$ cat config.mk
export PLATFORM = sky130hd
export DESIGN_NAME = n_bit_serial_subtractor
export DESIGN_NICKNAME = d
export VERILOG_FILES = /design/src/rtl/n_bit_serial_subtractor.sv
export SDC_FILE = /design/constraint.sdc
export NUM_CORES = 1
export LEC_CHECK = 0
export ABC_CLOCK_PERIOD_IN_PS = 1240
export BUFFER_PORTS_ARGS = -buffer_cell sky130_fd_sc_hd__buf_2
export CAP_MARGIN = 20
export CELL_PAD_IN_SITES_DETAIL_PLACEMENT = 1
export CELL_PAD_IN_SITES_GLOBAL_PLACEMENT = 2
export CORE_ASPECT_RATIO = 0.5
export CORE_MARGIN = 10
export CORE_UTILIZATION = 28
export CTS_CLUSTER_DIAMETER = 200
export DETAILED_ROUTE_END_ITERATION = 7
export PLACE_DENSITY = 0.75
export SYNTH_ARGS = -nofsm -noshare
export SYNTH_HDL_FRONTEND = slang
export SYNTH_SLANG_ARGS = --single-unit
$ cat constraint.sdc
create_clock -name clk -period 1.24 [get_ports clk]
set_clock_uncertainty 0.1 [all_clocks]
set_input_delay 0.124 -clock clk [delete_from_list [all_inputs] [get_ports clk]]
set_output_delay 0.124 -clock clk [all_outputs]
set_load 0.005 [all_outputs]
$ cat src/rtl/n_bit_serial_subtractor.sv
// Bit-serial N-bit subtractor (Diff = A - B), LSB first, one bit per clock.
// Optional signed-overflow output enabled by defining SUB_OVF_EN.
module n_bit_serial_subtractor #(
    parameter int N = 4
) (
    input  logic         clk,
    input  logic         rst,
    input  logic         start,
    input  logic [N-1:0] A,
    input  logic [N-1:0] B,
    output logic         busy,
    output logic         done,
    output logic [N-1:0] Diff,
    output logic         Borrow,
    output logic         Overflow
);
    localparam int CW = $clog2(N + 1);

    localparam logic [1:0] S_IDLE  = 2'd0;
    localparam logic [1:0] S_SHIFT = 2'd1;
    localparam logic [1:0] S_DONE  = 2'd2;

    logic [1:0]    state;
    logic [N-1:0]  a_sr, b_sr, res;
    logic          br;
    logic [CW-1:0] cnt;

    logic          a, b, d, br_nxt, last;
    logic [N:0]    res_cat;

    assign a       = a_sr[0];
    assign b       = b_sr[0];
    assign d       = a ^ b ^ br;
    assign br_nxt  = (~a & b) | (~(a ^ b) & br);
    // Concatenate then drop the LSB so the N=1 case needs no special slicing.
    assign res_cat = {d, res};
    assign last    = (cnt == CW'(N - 1));

    assign busy = (state != S_IDLE);
    assign done = (state == S_DONE);

    always_ff @(posedge clk) begin
        if (rst) begin
            state  <= S_IDLE;
            a_sr   <= '0;
            b_sr   <= '0;
            res    <= '0;
            br     <= 1'b0;
            cnt    <= '0;
            Diff   <= '0;
            Borrow <= 1'b0;
        end else begin
            case (state)
                S_IDLE: begin
                    if (start) begin
                        a_sr  <= A;
                        b_sr  <= B;
                        res   <= '0;
                        br    <= 1'b0;
                        cnt   <= '0;
                        state <= S_SHIFT;
                    end
                end
                S_SHIFT: begin
                    a_sr <= a_sr >> 1;
                    b_sr <= b_sr >> 1;
                    br   <= br_nxt;
                    res  <= res_cat[N:1];
                    cnt  <= cnt + 1'b1;
                    if (last) begin
                        // Publish the completed result as DONE is entered.
                        Diff   <= res_cat[N:1];
                        Borrow <= br_nxt;
                        state  <= S_DONE;
                    end
                end
                S_DONE:  state <= S_IDLE;
                default: state <= S_IDLE;
            endcase
        end
    end

`ifdef SUB_OVF_EN
    // Signed overflow: borrow into the MSB differs from borrow out of it.
    always_ff @(posedge clk) begin
        if (rst)
            Overflow <= 1'b0;
        else if (state == S_SHIFT && last)
            Overflow <= br ^ br_nxt;
    end
`else
    assign Overflow = 1'b0;
`endif

endmodule

==> results.yml, run 1 <==
yosys:
  synth_top_area_share_pct: 44.3
  synth_cells: 110
  yosysSeqAreaShare_pct: 44.3
  synthFlopType: "dfxtp_1"
  ys_types: 28
  synth_area_sq_um: 993
  synth_area_per_cell_sq_um: 9.03
  synth_top_cell_by_area: "dfxtp_1"
  ys_ff_latch: 22
  synth_edf_count: 0
  netlist_top_cells_count: "22 x dfxtp_1, 15 x nor2_1, 12 x a21oi_1, 10 x inv_1, 6 x a22oi_1"
  synthesis.nets: 124
  synth_warnings: 0
  yosysMostFrequentCell: "dfxtp_1"
  synth_area_leaders: "dfxtp_1 44%, a21oi_1 6.0%, nor2_1 5.7%"
  async_flop_share_pct: 0
sta:
  fmax_mhz: 782
  finalHoldViolCount: 0
  fin_ws_ps: -39.3
  finalCritPeriodShare_pct: 103
  finalSetupViolations: 15
  maxSlewViolCount: 0
  grt_setup_unrepaired: "true"
  fin_crit_ps: 1280
pwr:
  internal_power_w: 0.00114
  p_leak_nw: 0.547
  clock_power_share_pct: 33.8
  power.switching_w: 0.000375
  ir_drop_mv: 0.299
  switching_share_pct: 24.7
  combPwrFrac_pct: 15.7
  power_density_nw_per_um2: 1090
  power_w: 0.00152
  pwr-share-seq_pct: 50.5
die:
  die_w_um: 104
  dieArea_sq_um: 6480
  rows: 15
  ioPinCount: 19
  start_util_pct: 29.1
  core_region_area_sq_um: 3420
  chipHeight_um: 62.1
place:
  gp_congestion: 0.755
  numPortBuffers: 17
  dp.final_hpwl_mm: 1.84
worst_setup_path:
  critPathLaunchType: "register"
  r2r_cells: 4
  worstSetupPathType: "reg2out"
  timing.rr.start: "br$_SDFFE_PP0P_"
  r2r_setup_slack_ps: -40
  cp.required_ps: 1020
  crit_arrival_ps: 1060
  r2r_end: "Diff[3]$_SDFFE_PP0P_"
  path_max_fanout: 3
  cp-end-kind: "primary output"
flow_run:
  maxCapViolations: 0
min_path:
  holdPathEnd: "b_sr[3]$_SDFFE_PP0P_"
  whs_path_depth: 3
  hold_path.class: "in2reg"
  worstHoldStart: "B[3]"
detailed_routing:
  viasPerCell: 4.61
  dr.pass1.iters: 4
  drtIter0Drc: 23
  routed_wl_mm: 2.74
  drc: 0
  detail_route.wl_per_cell_um: 14.6
  drtAntennaViolNets: 0
  vias: 866
final_layout:
  drive_gt1_share_pct: 53.3
  final_core_util_pct: 40.9
  antenna_cells: 0
  fin_nets: 152
  area_growth_pct: 40.7
clock_tree:
  cts_sinks: 22
  clockBufferDepth: 2
  cts_tree: "yes"
  clk_latency_ps: 270
  path_clk_slew_ps: 70
  cts-htree-levels: 1
  cts-root-buf: "clkbuf_8"
  cts-buffers-inserted: 3
grt:
  track_usage_pct: 8.02
  grt_overflow: 0
  grt_pass1_vias: 927
  grt_max_degree: 23
  grt_pass1_wl_mm: 4.39
  antenna_found_initial: 0
run_status:
  violations: "negative setup slack"
  status: "finished with violations"
[layer usage]
layer / vias up / GRT usage, % / routed length, um
met5: - / 0 / 0
met4: 0 / 2.07 / 20
met3: 3 / 2.57 / 92
met2: 13 / 13.8 / 1320
met1: 417 / 9.46 / 1310
li1: 433 / - / -
[layout by cell type, fill, tap and decap left out, drive strengths merged]
| master | count |
|---|---|
| nor3b | 1 |
| o22ai | 2 |
| conb | 1 |
| fa | 1 |
| a2bb2oi | 2 |
| nand2 | 5 |
| o221a | 4 |
| clkbuf | 4 |
| a21oi | 12 |
| nand3 | 4 |
| a22oi | 6 |
| mux2i | 2 |
| nor2 | 16 |
| or3b | 2 |
| buf | 28 |
| nand2b | 1 |
| dfxtp | 22 |
| o21bai | 2 |
| inv | 10 |
| nor3 | 3 |
| or2 | 2 |
| ha | 2 |
| and2b | 2 |
| dlygate4sd3 | 1 |
| nand3b | 1 |
| a311oi | 1 |
[power groups by stage]
| stage | clock network [W] | registers [W] | logic [W] |
|---|---|---|---|
| after global routing | 0.000565 | 0.000770 | 0.000265 |
| after floorplan | 0 | 0.000772 | 0.000136 |
| after detailed placement | 0 | 0.000778 | 0.000188 |
| after global placement | 0 | 0.000776 | 0.000184 |
| final | 0.000513 | 0.000766 | 0.000238 |
| after CTS | 0.000530 | 0.000764 | 0.000217 |
[cell families after synthesis]
kind of cell             after synthesis  share of synthesized area, %
other                                  1                         0.377
flip-flops                            22                          44.3
AO/OA/AOI/OAI                         28                          20.9
multiplexers                           2                          2.02
adder cells (fa/ha/maj)                3                          4.53
buffers and inverters                 18                          9.19
AND/OR/NAND/NOR                       36                          18.6
[worst max-delay path by stage]
stage	to	cells after the start	startpoint
6_report	busy	5	state[1]$_SDFFE_PP0P_
5_1_grt	busy	5	state[1]$_SDFFE_PP0P_
4_1_cts	res[3]$_SDFFE_PP0P_	4	br$_SDFFE_PP0P_
3_5_place_dp	res[3]$_SDFFE_PP0P_	4	b_sr[0]$_SDFFE_PP0P_
3_3_place_gp	b_sr[0]$_SDFFE_PP0P_	4	state[1]$_SDFFE_PP0P_
2_1_floorplan	res[3]$_SDFFE_PP0P_	4	b_sr[0]$_SDFFE_PP0P_
[area by class of cell]
class / count / area (sq um)
tap: 51 / 63.8
timing repair buffer: 29 / 203
inverter: 10 / 37.5
sequential: 22 / 454
multi-input combinational: 72 / 584
fill: 408 / 2020
clock buffer: 4 / 55.1
[registers in the layout, indices dropped and copies added (netlist names)]
register,flops
res,3
a_sr,4
state,2
Borrow,1
cnt,3
b_sr,4
br,1
Diff,4
[critical path: stages (launching register included)]
cell     delay [ps]
dfxtp_4         360
buf_6           120
nor2_4           90
buf_6           100
inv_2            30
buf_6           100
[through the flow]
stage	cells	worst slack, ps	hold WS (ps)	TNS (ps)	cell area, sq um
after floorplan	110	2.67	172	0	1030
after global placement	178	-36.1	258	-157	1170
after detailed placement	178	-82.1	271	-428	1170
final	188	-39.3	3.41	-246	1400
after global routing	188	-93.1	7.29	-1080	1400
after CTS	187	-57.7	5.12	-238	1340
[what timing repair did]
action	CTS	global route
pin swaps	11	3
endpoints found under the hold margin	1	0
resized for setup	24	13
hold buffers	1	0
cloned	1	1
buffers inserted	3	0
endpoints found under the setup margin	19	21
(Power assumes the default switching activity.)
==> run 2, diff against run 1 <==
- HOLD_SLACK_MARGIN: default -> 0.05
- REMOVE_ABC_BUFFERS: default -> 1
==> run 2 against run 1 <==
  * The run still ends with negative setup slack left
  * Sequential cell count stayed put
  * Hold slack better by 130 ps
  * Utilization is 1.3 points higher
  * Critical path depth is 1 lower
==> results.yml, run 2 (synthesized netlist as in run 1, its figures left out) <==
pwr:
  combPwrFrac_pct: 14.2
  ir_drop_mv: 0.386
  internal_power_w: 0.00129
  p_leak_nw: 0.579
  clock_power_share_pct: 40.3
  pwr-share-seq_pct: 45.4
  switching_share_pct: 23.3
  power_density_nw_per_um2: 1170
  power.switching_w: 0.000391
worst_setup_path:
  path_max_fanout: 2
  worstSetupPathType: "reg2reg"
  critPathLaunchType: "register"
  slowest_delay_ps: 540
  crit_arrival_ps: 1380
  cp.required_ps: 1350
  cp-end-kind: "register"
  slowest_stage: "fa_2"
  worstPathCellList: "inv_2 -> fa_2 -> nand3_2 -> a21oi_2"
clock_tree:
  cts-buffers-inserted: 3
  cts_tree: "yes"
  clockBufferDepth: 2
  cts_sinks: 22
  cts-htree-levels: 1
  path_clk_slew_ps: 90
  clk_latency_ps: 270
  cts-root-buf: "clkbuf_8"
grt:
  track_usage_pct: 8.03
  antenna_found_initial: 0
  grt_pass1_wl_mm: 4.37
  grt_overflow: 0
  grt_max_degree: 17
  grt_pass1_vias: 875
die:
  die_w_um: 104
  ioPinCount: 19
  core_region_area_sq_um: 3420
  chipHeight_um: 62.1
  start_util_pct: 29.1
  dieArea_sq_um: 6480
  rows: 15
final_layout:
  top_regs: "Diff (4), a_sr (4), b_sr (4)"
  antenna_cells: 0
  layout.cells.non_filler: 195
  final_common_cell: "buf_2"
  multi_input_area_sq_um: 568
  drive_gt1_share_pct: 50.0
  fin_nets: 159
  final_core_util_pct: 42.2
  area_growth_pct: 45.1
  fillers: 415
  mostFrequentLayoutCells: "17 x buf_2, 15 x dfxtp_1, 14 x nor2_1"
  seqCellArea_sq_um: 457
detailed_routing:
  drc: 0
  detail_route.wl_per_cell_um: 14.3
  dr.pass1.iters: 3
  viasPerCell: 4.53
  vias: 883
  drtIter0Drc: 29
  drtAntennaViolNets: 0
  routed_wl_mm: 2.79
sta:
  finalCritPeriodShare_pct: 102
  fin_ws_ps: -29.5
  fin_crit_ps: 1270
  grt_setup_unrepaired: "true"
  finalHoldViolCount: 0
  maxSlewViolCount: 0
  finalSetupViolations: 4
  setup-tns-final_ps: -49.1
  fmax_mhz: 788
place:
  gp_congestion: 0.747
  dp.final_hpwl_mm: 1.83
  dp_slack_ps: -89.9
  numPortBuffers: 17
  dp.cells: 181
flow_run:
  maxCapViolations: 0
run_status:
  status: "finished with violations"
  violations: "negative setup slack"
min_path:
  hold_path.class: "in2reg"
[run 2: routing by layer]
| metal | global-route usage (%) | up-vias | routed length, um |
|---|---|---|---|
| met4 | 2.07 | 0 | 21 |
| met5 | 0 | - | 0 |
| met3 | 2.26 | 2 | 51 |
| met1 | 10.0 | 424 | 1430 |
| met2 | 13.3 | 10 | 1300 |
| li1 | - | 447 | - |
[run 2: per-stage QoR]
step / hold WS [ps] / power, W / area [sq um]
2_1_floorplan: 93.1 / 0.000879 / 940
3_3_place_gp: 257 / 0.000960 / 1170
3_5_place_dp: 273 / 0.000965 / 1170
4_1_cts: 113 / 0.00166 / 1320
5_1_grt: 145 / 0.00176 / 1440
6_report: 129 / 0.00168 / 1440
[run 2: final timing paths]
| check | startpoint | end | slack [ps] | cells past startpoint |
|---|---|---|---|---|
| worst max-delay path | b_sr[0]$_SDFFE_PP0P_ | Diff[3]$_SDFFE_PP0P_ | -30 | 4 |
| worst min-delay path | rst | Diff[2]$_SDFFE_PP0P_ | 130 | 2 |
| worst max register to register | b_sr[0]$_SDFFE_PP0P_ | Diff[3]$_SDFFE_PP0P_ | -30 | 4 |
| worst min register to register | Diff[0]$_SDFFE_PP0P_ | Diff[0]$_SDFFE_PP0P_ | 360 | 2 |
[run 2: timing repair]
item / in CTS / in global routing
endpoints found under the hold margin: 5 / 0
gates resized for setup: 12 / 21
setup buffers: 0 / 3
hold buffers: 5 / 0
cloned: 0 / 2
setup endpoints to repair: 21 / 16
pin swaps: 6 / 12
[run 2: layout make-up]
class                           count  area share [%]
Tap cell                           51            4.43
Clock buffer                        3            2.86
Timing Repair Buffer               36            16.9
Clock inverter                      1            2.08
Sequential cell                    22            31.7
Multi-Input combinational cell     72            39.4
Inverter                           10            2.60
[run 2: worst max-delay path, delay by kind of cell (launching register included)]
family | cells | cell delay (ps)
flops | 1 | 350
simple gates | 1 | 70
compound gates | 1 | 110
fa+ha+maj | 1 | 540
buf+inv | 1 | 40
[run 2: power groups by stage]
stage,registers [W],logic (W),clock network (W)
floorplan,0.000776,0.000104,0
global placement,0.000775,0.000184,0
detailed placement,0.000776,0.000189,0
CTS,0.000764,0.000204,0.000695
global route,0.000769,0.000266,0.000728
finish,0.000764,0.000240,0.000678
